==> config.mk <==
export PLATFORM = sky130hd
export DESIGN_NAME = kf_cfg_sequencer
export DESIGN_NICKNAME = d
export VERILOG_FILES = /design/src/rtl/kf_cfg_sequencer_pkg.sv /design/src/rtl/kf_cfg_sequencer.sv
export SDC_FILE = /design/constraint.sdc
export NUM_CORES = 1
export LEC_CHECK = 0
export CAP_MARGIN = 40
export CORE_MARGIN = 10
export CORE_UTILIZATION = 40
export DETAILED_ROUTE_END_ITERATION = 10
export PLACE_DENSITY = 0.71
export SLEW_MARGIN = 20
export SYNTH_ARGS = -nofsm -noshare
export SYNTH_HDL_FRONTEND = slang
export SYNTH_SLANG_ARGS = --single-unit
export TNS_END_PERCENT = 1
==> constraint.sdc <==
create_clock -name clk -period 4.5 [get_ports clk]
set_input_delay 0.9 -clock clk [delete_from_list [all_inputs] [get_ports clk]]
set_output_delay 0.9 -clock clk [all_outputs]
set_load 0.05 [all_outputs]
==> src/rtl/kf_cfg_sequencer_pkg.sv <==
// Shared types for the Kitten Fabric burst configuration sequencer.
package kf_cfg_sequencer_pkg;

  localparam int KF_SYNAPSE_ID_BITS = 12;
  localparam int KF_TILE_W          = 2;

  typedef enum logic [1:0] {
    KF_CFG_SYN    = 2'd0,
    KF_CFG_IDX    = 2'd1,
    KF_CFG_NPARAM = 2'd2,
    KF_CFG_RSVD   = 2'd3
  } kf_cfg_sel_e;

  typedef enum logic [2:0] {
    KF_ST_IDLE  = 3'd0,
    KF_ST_DRAIN = 3'd1,
    KF_ST_WRITE = 3'd2,
    KF_ST_FLUSH = 3'd3,
    KF_ST_DONE  = 3'd4
  } kf_cfg_state_e;

  typedef struct packed {
    logic [KF_TILE_W-1:0]          tile;
    kf_cfg_sel_e                   sel;
    logic [KF_SYNAPSE_ID_BITS-1:0] base;
    logic [KF_SYNAPSE_ID_BITS-1:0] len;
  } kf_cfg_cmd_t;

  // A command is dropped (stream still consumed) for the reserved RAM or an absent tile.
  function automatic logic kf_cfg_illegal(input logic [1:0] sel, input int tile,
                                          input int num_tiles);
    return (sel == KF_CFG_RSVD) || (tile >= num_tiles);
  endfunction

endpackage

==> src/rtl/kf_cfg_sequencer.sv <==
// Burst config writer: quiesces spike injection, waits for the target tile to
// settle idle, then streams words onto the mesh cfg port one per beat.
module kf_cfg_sequencer
  import kf_cfg_sequencer_pkg::*;
#(
  parameter int NUM_TILES     = 4,
  parameter int TILE_W        = KF_TILE_W,
  parameter int ADDR_W        = KF_SYNAPSE_ID_BITS,
  parameter int DATA_W        = 32,
  parameter int DRAIN_TIMEOUT = 1023,
  parameter int SETTLE        = 2
) (
  input  logic                 clk,
  input  logic                 rst_n,        // active-high asynchronous reset
  input  logic                 cmd_valid,
  output logic                 cmd_ready,
  input  logic [TILE_W-1:0]    cmd_tile,
  input  logic [1:0]           cmd_sel,
  input  logic [ADDR_W-1:0]    cmd_base,
  input  logic [ADDR_W-1:0]    cmd_len,
  input  logic                 wr_valid,
  output logic                 wr_ready,
  input  logic [DATA_W-1:0]    wr_data,
  input  logic [NUM_TILES-1:0] tile_busy,
  output logic                 spike_gate,
  output logic                 cfg_we,
  output logic [TILE_W-1:0]    cfg_tile_sel,
  output logic [1:0]           cfg_sel,
  output logic [ADDR_W-1:0]    cfg_addr,
  output logic [DATA_W-1:0]    cfg_wdata,
  output logic                 seq_busy,
  output logic                 done,
  output logic                 err
);

  localparam int ST_W = $clog2(SETTLE + 1);
  localparam int TO_W = $clog2(DRAIN_TIMEOUT + 1);

  localparam logic [2:0] S_IDLE  = KF_ST_IDLE;
  localparam logic [2:0] S_DRAIN = KF_ST_DRAIN;
  localparam logic [2:0] S_WRITE = KF_ST_WRITE;
  localparam logic [2:0] S_FLUSH = KF_ST_FLUSH;
  localparam logic [2:0] S_DONE  = KF_ST_DONE;

  logic [2:0]        state_q, state_d;
  kf_cfg_cmd_t       cmd_q, cmd_d;
  logic [ADDR_W-1:0] beat_q, beat_d;
  logic [ST_W-1:0]   settle_q, settle_d;
  logic [TO_W-1:0]   tmo_q, tmo_d;
  logic              errp_q, errp_d;
  logic              gate_q;
  logic              we_q, we_d;
  logic [TILE_W-1:0] tsel_q;
  logic [1:0]        sel_q;
  logic [ADDR_W-1:0] addr_q;
  logic [DATA_W-1:0] wdata_q;
  logic              tile_idle;
  logic              illegal;

  assign tile_idle = ~tile_busy[cmd_q.tile];
  assign illegal   = kf_cfg_illegal(cmd_sel, int'(cmd_tile), NUM_TILES);

  always_comb begin
    state_d  = state_q;
    cmd_d    = cmd_q;
    beat_d   = beat_q;
    settle_d = settle_q;
    tmo_d    = tmo_q;
    errp_d   = errp_q;
    we_d     = 1'b0;
    unique case (state_q)
      S_IDLE: begin
        if (cmd_valid) begin
          cmd_d    = '{tile: cmd_tile, sel: kf_cfg_sel_e'(cmd_sel), base: cmd_base, len: cmd_len};
          beat_d   = '0;
          settle_d = '0;
          tmo_d    = '0;
          errp_d   = illegal;
          state_d  = illegal ? S_FLUSH : S_DRAIN;
        end
      end
      S_DRAIN: begin
        settle_d = tile_idle ? settle_q + 1'b1 : '0;
        tmo_d    = tmo_q + 1'b1;
        // settle takes priority over a timeout landing on the same cycle
        if (tile_idle && settle_q == ST_W'(SETTLE - 1)) begin
          state_d = S_WRITE;
        end else if (tmo_q == TO_W'(DRAIN_TIMEOUT - 1)) begin
          state_d = S_FLUSH;
          errp_d  = 1'b1;
        end
      end
      S_WRITE, S_FLUSH: begin
        if (wr_valid) begin
          we_d   = (state_q == S_WRITE);
          beat_d = beat_q + 1'b1;
          if (beat_q == cmd_q.len) state_d = S_DONE;
        end
      end
      S_DONE: begin
        state_d = S_IDLE;
        errp_d  = 1'b0;
      end
      default: state_d = S_IDLE;
    endcase
  end

  always_ff @(posedge clk or posedge rst_n) begin
    if (rst_n) begin
      state_q  <= S_IDLE;
      cmd_q    <= '0;
      beat_q   <= '0;
      settle_q <= '0;
      tmo_q    <= '0;
      errp_q   <= 1'b0;
      gate_q   <= 1'b0;
      we_q     <= 1'b0;
      tsel_q   <= '0;
      sel_q    <= '0;
      addr_q   <= '0;
      wdata_q  <= '0;
    end else begin
      state_q  <= state_d;
      cmd_q    <= cmd_d;
      beat_q   <= beat_d;
      settle_q <= settle_d;
      tmo_q    <= tmo_d;
      errp_q   <= errp_d;
      gate_q   <= (state_d != S_IDLE);
      we_q     <= we_d;
      if (we_d) begin
        tsel_q  <= cmd_q.tile;
        sel_q   <= cmd_q.sel;
        addr_q  <= cmd_q.base + beat_q;
        wdata_q <= wr_data;
      end
    end
  end

  // cmd_ready is masked by reset so every output reads 0 while reset is held
  assign cmd_ready    = (state_q == S_IDLE) & ~rst_n;
  assign wr_ready     = (state_q == S_WRITE) | (state_q == S_FLUSH);
  assign spike_gate   = gate_q;
  assign cfg_we       = we_q;
  assign cfg_tile_sel = tsel_q;
  assign cfg_sel      = sel_q;
  assign cfg_addr     = addr_q;
  assign cfg_wdata    = wdata_q;
  assign seq_busy     = (state_q != S_IDLE);
  assign done         = (state_q == S_DONE);
  assign err          = (state_q == S_DONE) & errp_q;

endmodule

### Word level (Yosys, flattened, before mapping)

Cells that the tools add are included.

* output and inout bits: 55
* RAM bits: 0
* word-level logic and storage cells: 72
* memory bits (read-only): 0
* register bits after elaboration: 106
* bits in latches: 0
* memories: 0

* add/sub/neg operators: 4
* equal/unequal tests: 12
* bitwise operators: 5
* reduce and logical (&&, ||, !) cells: 12
* $lt $le $gt $ge: 1
* multipliers: 0
* divide/modulo/power cells: 0
* mux-type cells: 23
* shift-type cells: 0

Operators by type and width (number)
* 12-bit 2-to-1 mux: 2
* 12-bit case mux with 2 select lines: 1
* 10-bit case mux with 2 select lines: 1
* 3-bit 2-to-1 mux: 5
* 12-bit by 1-bit adder with 12-bit output, second input constant: 1
* 12-bit adder: 1
* 12-bit equality test: 1
* 10-bit by 1-bit adder with 10-bit output, second input constant: 1
* 10-bit equality test, second input constant: 1
* 10-bit 2-to-1 mux: 1
* 3-bit case mux with 3 select lines: 1
* 3-bit nonzero test: 3
* 2-bit inequality test, second input constant: 4
* 3-bit by 2-bit equality test with 1-bit output, second input constant: 2
* 1-bit 2-to-1 mux: 6
* 2-bit 2-to-1 mux: 3
* 2-bit case mux with 2 select lines: 1
* 2-bit AND reduction: 2
* 4-bit AND reduction: 1
* 2-bit nonzero test: 2
* 3-bit by 1-bit equality test with 1-bit output, second input constant: 1
* 3-bit equality test, second input constant: 1
* 3-bit logical NOT: 1
* 2-bit by 3-bit < comparator with 1-bit output, second input constant: 1
* other kinds (11): 13

### Longest topological paths before layout

Gate-level depths: netlist (run 1).

* depth after elaboration: 7
* gate-level depth with buffers: 8
* gate-level depth less buffers: 8

### Least setup slack after synthesis (run 1)

No wires, ideal clock.

* kind: flip-flop to output port
* start point: reg state_q[2]
* end point: out cmd_ready
* arrival: 1.854 ns
* path slack: 1.746 ns
* cell stages (with the launch flop): 4
* required time: 3.600 ns
* cell sequence: dfrtp_1 > buf_6 > or3_2 > nor2_1

* cells in the longest elaborated chain, start to end: 2

Ends and longest elaborated chain
* start: declaration: RTL line kf_cfg_sequencer.sv:45 `logic [2:0] state_q, state_d;`
* start signal: assignment: RTL line kf_cfg_sequencer.sv:123 `state_q <= state_d;`
* 3-bit logical NOT: RTL line kf_cfg_sequencer.sv:141 `assign cmd_ready = (state_q == S_IDLE) & ~rst_n;`
* 1-bit AND: RTL line kf_cfg_sequencer.sv:141
* end: declaration: RTL line kf_cfg_sequencer.sv:16 `output logic cmd_ready,`

No other way between the ends.

### Worst setup path in the final report (run 1)

Ends and elaborated chain as after synthesis.

==> metrics.txt, run 1 <==
status=complete, no violations; Pre-Repair DR Iteration Count=4; worst clock skew=5.36 ps; post-route ant nets=0; crit path kind=reg2out; most common cell in the synthesized netlist=nand2_1; Cell Area, Synth=5030 µm²; die span in y=132 µm; placed cell count=830; Sum Neg Setup Slack=0 ps; GR Util All Layers=14.4%; initial antenna violation count=0; CTS hold repair buffers=0; share of cells above drive strength 1=4.28%; Starting Density=41.3%; CTS Sinks=106; post_cts resized=0; hold path cells=2; boundary pin count=123; Cell Pwr Density=712 nW/µm²; Initial DRC Count=260; Clk pwr share=17.7%; measured slew at the worst slew-check pin=654 ps; Final #Nets=757; Hold Fails Final Rpt=0; Worst setup EP type=primary output; setup violators final=0; clock transition at the registers of the reported paths=70 ps; P_int=2.68 mW; max cap viols=0; GR Overflow Total=0; FF+latch count, synth=106; Psw=2.11 mW; TritonCTS clock tree=built; post-synth top area share=52.7%; post-synth top area cell=dfrtp_1; Pins Over Slew Limit=0; syn_nets=640; Worst R2R Path Depth=8; I/O Buffers=122; Primary FF master, synth=dfrtp_1; YS warnings=0; CP startpoint=state_q[2]$_DFF_PP0_; asr flop ratio synth=100%; utilization after layout=55.3%; Setup WS post-layout=1260 ps; gate count of the mapped netlist=556; synth top area cells=dfrtp_1 (53%), nand2_1 (17%), ha_1 (3.7%); RR Startpoint=beat_q[0]$_DFFE_PP0P_; drt total wl=12,600 µm; largest net degree at the start of global routing=61; number of global-route vias before repair=4,059; die footprint=17,500 µm²; Hold Startpoint=cfg_wdata[29]$_DFFE_PP0P_; final worst-path cycle share=72.0%; Period minus WS final=3240 ps; Placer Congestion=0.889; Die X=132 µm; clock tree buffer depth=2; Comb pwr share=47.8%; sequential-to-total area share from yosys stat=52.7%; Via density=4.84; ANT cells=0; WP data arrival=2340 ps; normalized max-slew margin=56.4%; Clock H-tree levels=3; Yosys cell types=47; VDD IR-drop max=0.275 mV; Vias=4,092; Syn Area/Cell=9.04 µm²; reg2reg setup slack=2250 ps; RSZ-0062 raised after global routing=false; first-pass GRT wire length=20,800 µm; Layout Cells excl Fill=845; pre-CTS setup slack=1290 ps; fillcell total=1,095; crit-path max FO=11; post-DP HPWL=9320 µm; number of synthesized flops with an enable pin=0; latest clock arrival within the worst-skew pair=350 ps; Commonest cells post-synth=nand2_1 (231), dfrtp_1 (106), nor2_1 (27); Flop pwr share=34.5%; min-delay worst type=reg2reg; TritonCTS Buffers=9; Cell Rows=40; fmax=309 MHz; CTS root buffer=clkbuf_16; Routed WL per cell=14.9 µm; critical path required time=3600 ps; DR DRC count=0; LEAKAGE=3.16 nW; CP Launch Type=register; Sw Ratio=44.0%; area delta synth->final=33.7%; core box area=12,200 µm²; setup bufs post-CTS=0
[cells in the final DEF, fill, tap and decap left out, types with 10 or more instances in the layout]
cell type | synthesis | layout
clkdlybuf4s50_1 | 0 | 122
dfrtp_1 | 106 | 106
ha_1 | 15 | 15
nand2_1 | 231 | 231
nand3_1 | 12 | 12
nand4_1 | 10 | 10
nor2_1 | 27 | 27
o21ai_0 | 22 | 22
xnor2_1 | 14 | 14
xor2_1 | 15 | 15
[area by class of cell]
cell class,instances,area (µm²),share of cell area [%]
sequential,106,2650,39.4
multi-input combinational,421,2230,33.2
timing repair buffer,127,1280,19.0
clock buffer,13,260,3.87
tap,168,210,3.13
clock inverter,2,60.1,0.893
inverter,8,32.5,0.484
[per-layer routing]
metal  routed length [µm]  global-route usage (%)  up-vias
li1                     -                       -     2067
met1                 6190                    19.8     1893
met2                 5660                    21.7      121
met3                  630                    3.09       11
met4                  142                    5.44        0
met5                    0                       0        -
[critical path, stage by stage (launching register included)]
cell and delay, ps:
dfrtp_1 510, or3_2 550, nor2_1 110, clkdlybuf4s50_1 820
[cells by family (layout without fill, tap and decap cells)]
logic type                 count (synthesis)  count (layout)  share of synthesized area [%]
muxes                                      6               6                           1.47
buffers and inverters                     29             150                           2.89
adders and majority gates                 16              16                           4.13
AOI/OAI and AO/OA                         62              62                           8.19
xor gates and xnor gates                  29              29                           5.05
DFF                                      106             106                           52.7
and+or+nand+nor                          308             308                           25.5
[power groups by stage]
stage | Clock, mW | Combinational, mW | Sequential (mW)
6_report | 0.850 | 2.29 | 1.65
5_1_grt | 0.915 | 2.48 | 1.71
2_1_floorplan | 0 | 0.869 | 2.32
4_1_cts | 0.877 | 2.31 | 1.65
3_3_place_gp | 0 | 2.25 | 1.65
3_5_place_dp | 0 | 2.31 | 1.67
[stage by stage]
stage                     instance area, µm²  power, mW  hold WS (ps)
after global placement                  6370       3.90           449
after CTS                               6730       4.84           479
after detailed placement                6400       3.97           462
after global routing                    6730       5.11           497
final                                   6730       4.79           473
after floorplan                         5030       3.19           439
[final timing paths]
kind	endpoint
worst min-delay path	cfg_wdata[29]$_DFFE_PP0P_
worst min register to register	cfg_wdata[29]$_DFFE_PP0P_
worst max-delay path	cmd_ready
max in group asynchronous	cfg_addr[3]$_DFFE_PP0P_
worst max register to register	cfg_addr[10]$_DFFE_PP0P_
min in group asynchronous	state_q[2]$_DFF_PP0_
[flip-flops by register name, indices dropped and copies added (netlist names)]
signal        count
beat_q           12
cfg_addr         12
cfg_sel           2
cfg_tile_sel      2
cfg_wdata        32
cfg_we            1
cmd_q            28
errp_q            1
settle_q          2
spike_gate        1
state_q           3
tmo_q            10
No activity file was read; power rests on OpenSTA's default activity.
==> inputs of run 2 (changes only) <==
PLACE_DENSITY = 0.73   (was 0.71)
clock period = 2.7 ns   (was 4.5 ns; I/O delays follow)
==> run 2 against run 1 <==
  * Sequential share of layout area increased by 0.24 points
  * Final cell count grew 0.12%
  * Critical endpoint is now err
  * Die area unchanged
==> metrics.txt, run 2 (synthesis gave the netlist of run 1 again) <==
status=complete, no violations; CP max-delay cell=clkdlybuf4s50_1; P_int=4.27 mW (+59%); initial antenna violation count=0 (unchanged); CP cell instances=nor2_1 -> and3_1 -> clkdlybuf4s50_1; most frequent cells in the layout=nand2_1 (231), clkdlybuf4s50_1 (119), dfrtp_1 (106); clock tree buffer depth=2 (unchanged); Starting Density=41.3% (unchanged); Routed WL per cell=14.8 µm (-0.74%); Worst setup EP type=primary output; Initial DRC Count=317 (+22%); CTS hold repair buffers=0 (unchanged); final worst-path cycle share=95.5%; Sum Neg Setup Slack=0 ps (unchanged); drt total wl=12,500 µm (-0.62%); Pins Over Slew Limit=0 (unchanged); min-delay worst type=reg2reg; die span in y=132 µm (unchanged); measured slew at the worst slew-check pin=576 ps (-77.4 ps); pre-CTS setup slack=292 ps (-996 ps); DR DRC count=0 (unchanged); Psw=3.50 mW (+66%); latest clock arrival within the worst-skew pair=340 ps (about the same); CP bufs+invs=1 (unchanged); Worst path top cell family by delay=buffers and inverters; worst clock skew=7.50 ps (+2.13 ps); CTS Sinks=106 (unchanged); core box area=12,200 µm² (unchanged); Flop pwr share=35.5% (+1.0 points); Hold Fails Final Rpt=0 (unchanged); RSZ-0062 raised after global routing=false; Via density=4.89 (+1.1%); GR Overflow Total=0 (unchanged); crit path kind=reg2out; critical path required time=2160 ps (-1440 ps); first-pass GRT wire length=20,500 µm (-1.6%); Pre-Repair DR Iteration Count=4 (unchanged); Comb pwr share=49.4% (+1.6 points); area delta synth->final=32.9%; commonest non-fill, non-tap cell in the layout=nand2_1; max cap viols=0 (unchanged); Sw Ratio=45.0% (+1.0 points); Placer Congestion=0.866 (-2.6%); Cell Pwr Density=1160 nW/µm² (+63%); slowest stage delay, CP=820 ps (about the same); crit-path max FO=10 (-1); Hold Slack=473 ps (-0.253 ps); Largest register FFs=32 (unchanged); CP Launch Type=register; WP data arrival=2040 ps (-300 ps); VDD IR-drop max=0.399 mV (+45%); GR Util All Layers=14.2% (-0.19 points); Cell Rows=40 (unchanged); Die X=132 µm (unchanged); placed cell count=831 (+0.12%); post-route ant nets=0 (unchanged); number of global-route vias before repair=4,025 (-0.84%); Final #Nets=758 (+0.13%); CTS root buffer=clkbuf_16; clock transition at the registers of the reported paths=60 ps (about the same); setup violators final=0 (unchanged); largest net degree at the start of global routing=107 (+75%); I/O Buffers=122 (unchanged); LEAKAGE=3.15 nW (-0.45%); share of cells above drive strength 1=4.28% (-0.0063 points); fmax=388 MHz; Clk pwr share=15.2% (-2.5 points); TritonCTS clock tree=built; die footprint=17,500 µm² (unchanged); Clock H-tree levels=3 (unchanged); TritonCTS Buffers=9 (unchanged); Period minus WS final=2580 ps; post-DP HPWL=9300 µm (-0.27%); boundary pin count=123 (unchanged); Layout Cells excl Fill=846 (+0.12%); normalized max-slew margin=61.5% (+5.1 points); Setup WS post-layout=122 ps (-1140 ps); Vias=4,140 (+1.2%); ANT cells=0 (unchanged)
run 2: cell types whose count changed in the layout (fill, tap and decap cells not counted), sizes merged:
| cell | before | now |
|---|---|---|
| bufinv | 2 | 0 |
| buf | 5 | 7 |
| inv | 8 | 7 |
| clkdlybuf4s50 | 122 | 119 |
| clkinv | 0 | 2 |
| clkinvlp | 0 | 1 |
| dlymetal6s2s | 0 | 2 |
run 2: routing by layer:
metal | global-route usage (%) | up-vias | routed length, µm
li1 | - | 2066 | -
met1 | 19.3 | 1934 | 6230
met2 | 21.6 | 131 | 5450
met3 | 3.77 | 9 | 701
met4 | 4.57 | 0 | 157
met5 | 0 | - | 0
run 2: path summary, 6_finish.rpt:
path | start | end | slack (ps) | cells after the start
max in group asynchronous | rst_n | cfg_wdata[15]$_DFFE_PP0P_ | 1570 | 3
min in group asynchronous | rst_n | cmd_q[0]$_DFFE_PP0P_ | 740 | 3
worst min-delay path | cfg_wdata[16]$_DFFE_PP0P_ | cfg_wdata[16]$_DFFE_PP0P_ | 470 | 2
worst max-delay path | state_q[1]$_DFF_PP0_ | err | 120 | 3
worst min register to register | cfg_wdata[16]$_DFFE_PP0P_ | cfg_wdata[16]$_DFFE_PP0P_ | 470 | 2
worst max register to register | beat_q[0]$_DFFE_PP0P_ | cfg_addr[10]$_DFFE_PP0P_ | 470 | 8
run 2: tightest hold or removal path, delay by kind of cell, from the launching register on:
| family | cells | cell delay, ps |
|---|---|---|
| flops | 1 | 340 |
| simple gates | 2 | 100 |
run 2: timing repair:
item                       4_1_cts  5_1_grt
buffers inserted                 0        0
resized for setup                0        2
setup endpoints to repair        0        2
run 2: final cells by class:
class	instances	area, µm²
flip-flops and latches	106	2650
well taps	168	210
repair buffers	128	1290
inverters	8	33.8
clock buffers	13	250
clock inverters	2	13.8
multi-input cells	421	2230
fillers	1101	5480
run 2: power groups by stage:
stage          sequential, mW  combinational (mW)  clock, mW
2_1_floorplan            3.87                1.45          0
3_3_place_gp             2.76                3.78          0
3_5_place_dp             2.79                3.86          0
4_1_cts                  2.76                3.88       1.22
5_1_grt                  2.84                4.17       1.29
6_report                 2.76                3.84       1.18
run 2: per-stage QoR:
stage	instance area (µm²)	power, mW	util [%]
floorplan	5030	5.31	-
global placement	6420	6.54	52.8
global route	6690	8.29	55.0
detailed placement	6420	6.65	52.8
CTS	6680	7.85	54.9
finish	6690	7.77	55.0
==> inputs of run 3 (changes only) <==
PLACE_DENSITY = 0.76   (was 0.73)
==> run 3 against run 2 <==
  * Global-route usage is 0.30 points higher
  * Non-clock buffer count is 2 higher
  * Critical path depth is 1 lower
  * Final cell count is 0.24% higher
  * Combinational power hardly changed
  * Wire length is 2.0% higher
  * Worst hold slack hardly changed
  * Sequential share of layout area is 0.29 points lower
  * Sequential power hardly changed
  * Highest routed layer unchanged
  * Worst setup slack worse by 31 ps
  * Clock skew is 4.2 ps higher
  * Cell area is 0.75% higher
==> metrics.txt, run 3 (synthesis gave the netlist of run 1 again) <==
min-delay worst type=reg2reg; number of global-route vias before repair=4,176 (+3.8%); post_cts resized=0 (unchanged); normalized max-slew margin=63.4% (+1.9 points); post-route ant nets=0 (unchanged); first-pass GRT wire length=21,200 µm (+3.4%); Hold Fails Final Rpt=0 (unchanged); Die X=132 µm (unchanged); Starting Density=41.3% (unchanged); Via density=4.89 (about the same); fillcell total=1,064 (-3.4%); Pwr Total=7.97 mW (+2.5%); status=complete, no violations; Pre-Repair DR Iteration Count=6 (+2); post-DP HPWL=9760 µm (+5.0%); share of cells above drive strength 1=5.00% (+0.72 points); TritonCTS Buffers=9 (unchanged); I/O Buffers=122 (unchanged); die footprint=17,500 µm² (unchanged); most frequent cells in the layout=nand2_1 (231), clkdlybuf4s50_1 (120), dfrtp_1 (106); largest net degree at the start of global routing=107 (unchanged); ANT cells=0 (unchanged); VDD IR-drop max=0.353 mV (-12%); CP max-delay cell=clkdlybuf4s50_1; Pins Over Slew Limit=0 (unchanged); die span in y=132 µm (unchanged); CP Launch Type=register; area delta synth->final=33.9%; setup bufs post-CTS=0 (unchanged); RSZ-0062 raised after global routing=false; final worst-path cycle share=96.6% (+1.1 points); GR Overflow Total=0 (unchanged); Cell Pwr Density=1180 nW/µm² (+1.7%); Final #Nets=760 (+0.26%); latest clock arrival within the worst-skew pair=340 ps (about the same); core box area=12,200 µm² (unchanged); measured slew at the worst slew-check pin=548 ps (-28.4 ps); Initial DRC Count=303 (-4.4%); Largest register FFs=32 (unchanged); initial antenna violation count=0 (unchanged); Sum Neg Setup Slack=0 ps (unchanged); clock transition at the registers of the reported paths=70 ps (about the same); Multi-input gate area=2230 µm² (unchanged); WP data arrival=2070 ps (+30 ps); CTS root buffer=clkbuf_16; slowest stage delay, CP=720 ps (-100 ps); Cell Rows=40 (unchanged); setup violators final=0 (unchanged); Period minus WS final=2610 ps (+30.8 ps); max cap viols=0 (unchanged); FF/Latch Area=2650 µm² (unchanged); critical path required time=2160 ps (about the same); fmax=383 MHz (-1.2%); Worst setup EP type=primary output; clock tree buffer depth=2 (unchanged); Placer Congestion=0.859 (-0.82%); drt total wl=12,800 µm (+2.0%); boundary pin count=123 (unchanged); Clock H-tree levels=3 (unchanged); CP cell instances=or3_2 -> clkdlybuf4s50_1; worst clock skew=11.7 ps (+4.23 ps); TritonCTS clock tree=built; DR DRC count=0 (unchanged); commonest non-fill, non-tap cell in the layout=nand2_1; GR Util All Layers=14.5% (+0.30 points); utilization after layout=55.4% (+0.41 points); CTS Sinks=106 (unchanged); CTS hold repair buffers=0 (unchanged); Routed WL per cell=15.1 µm (+1.7%); crit-path max FO=10 (unchanged); crit path kind=reg2out; Vias=4,149 (+0.22%); LEAKAGE=3.17 nW (+0.71%)
[run 3: cell count changes in the layout (fill, tap and decap cells not counted), sizes merged]
cell           change
bufinv             +2
clkinv             -1
buf                +3
clkinvlp           +1
clkdlybuf4s50      +1
dlymetal6s2s       -2
clkbuf             -2
[run 3: cell type report]
class	count	area share (%)
Multi-Input combinational cell	421	33.1
Clock buffer	11	3.60
Clock inverter	4	1.13
Inverter	8	0.502
Tap cell	168	3.12
Sequential cell	106	39.4
Timing Repair Buffer	130	19.1
[run 3: report_power, final]
group | leakage, nW | switching, mW | internal [mW]
clock network | 0.152 | 0.547 | 0.835
logic | 1.68 | 2.47 | 1.37
registers | 1.34 | 0.499 | 2.25
[run 3: stage by stage]
stage	setup slack, ps	std cells	area, µm²	hold WS, ps
after floorplan	306	556	5030	439
after global placement	293	833	6420	454
after detailed placement	258	833	6420	460
after CTS	83.1	848	6740	477
after global routing	31.9	848	6740	495
final	90.9	848	6740	473
[run 3: path summary, 6_finish.rpt]
kind,from,end,slack (ps),depth (start not counted)
setup / recovery,state_q[1]$_DFF_PP0_,seq_busy,90,2
hold / removal,cfg_wdata[11]$_DFFE_PP0P_,cfg_wdata[11]$_DFFE_PP0P_,470,2
setup reg to reg,beat_q[0]$_DFFE_PP0P_,cfg_addr[10]$_DFFE_PP0P_,450,8
hold reg to reg,cfg_wdata[11]$_DFFE_PP0P_,cfg_wdata[11]$_DFFE_PP0P_,470,2
max in group asynchronous,rst_n,cfg_addr[10]$_DFFE_PP0P_,1550,3
min in group asynchronous,rst_n,state_q[1]$_DFF_PP0_,720,3
[run 3: worst max-delay path, delay by kind of cell (launching register included)]
kind	cells	cell delay (ps)
simple gates	1	520
buf+inv	1	720
flops	1	490
[run 3: metal layers]
| layer | part of all wire, % | track usage [%] |
|---|---|---|
| met3 | 4.9 | 4.00 |
| met1 | 49 | 19.1 |
| met2 | 46 | 23.1 |
| met4 | 0.76 | 3.58 |
| met5 | 0 | 0 |
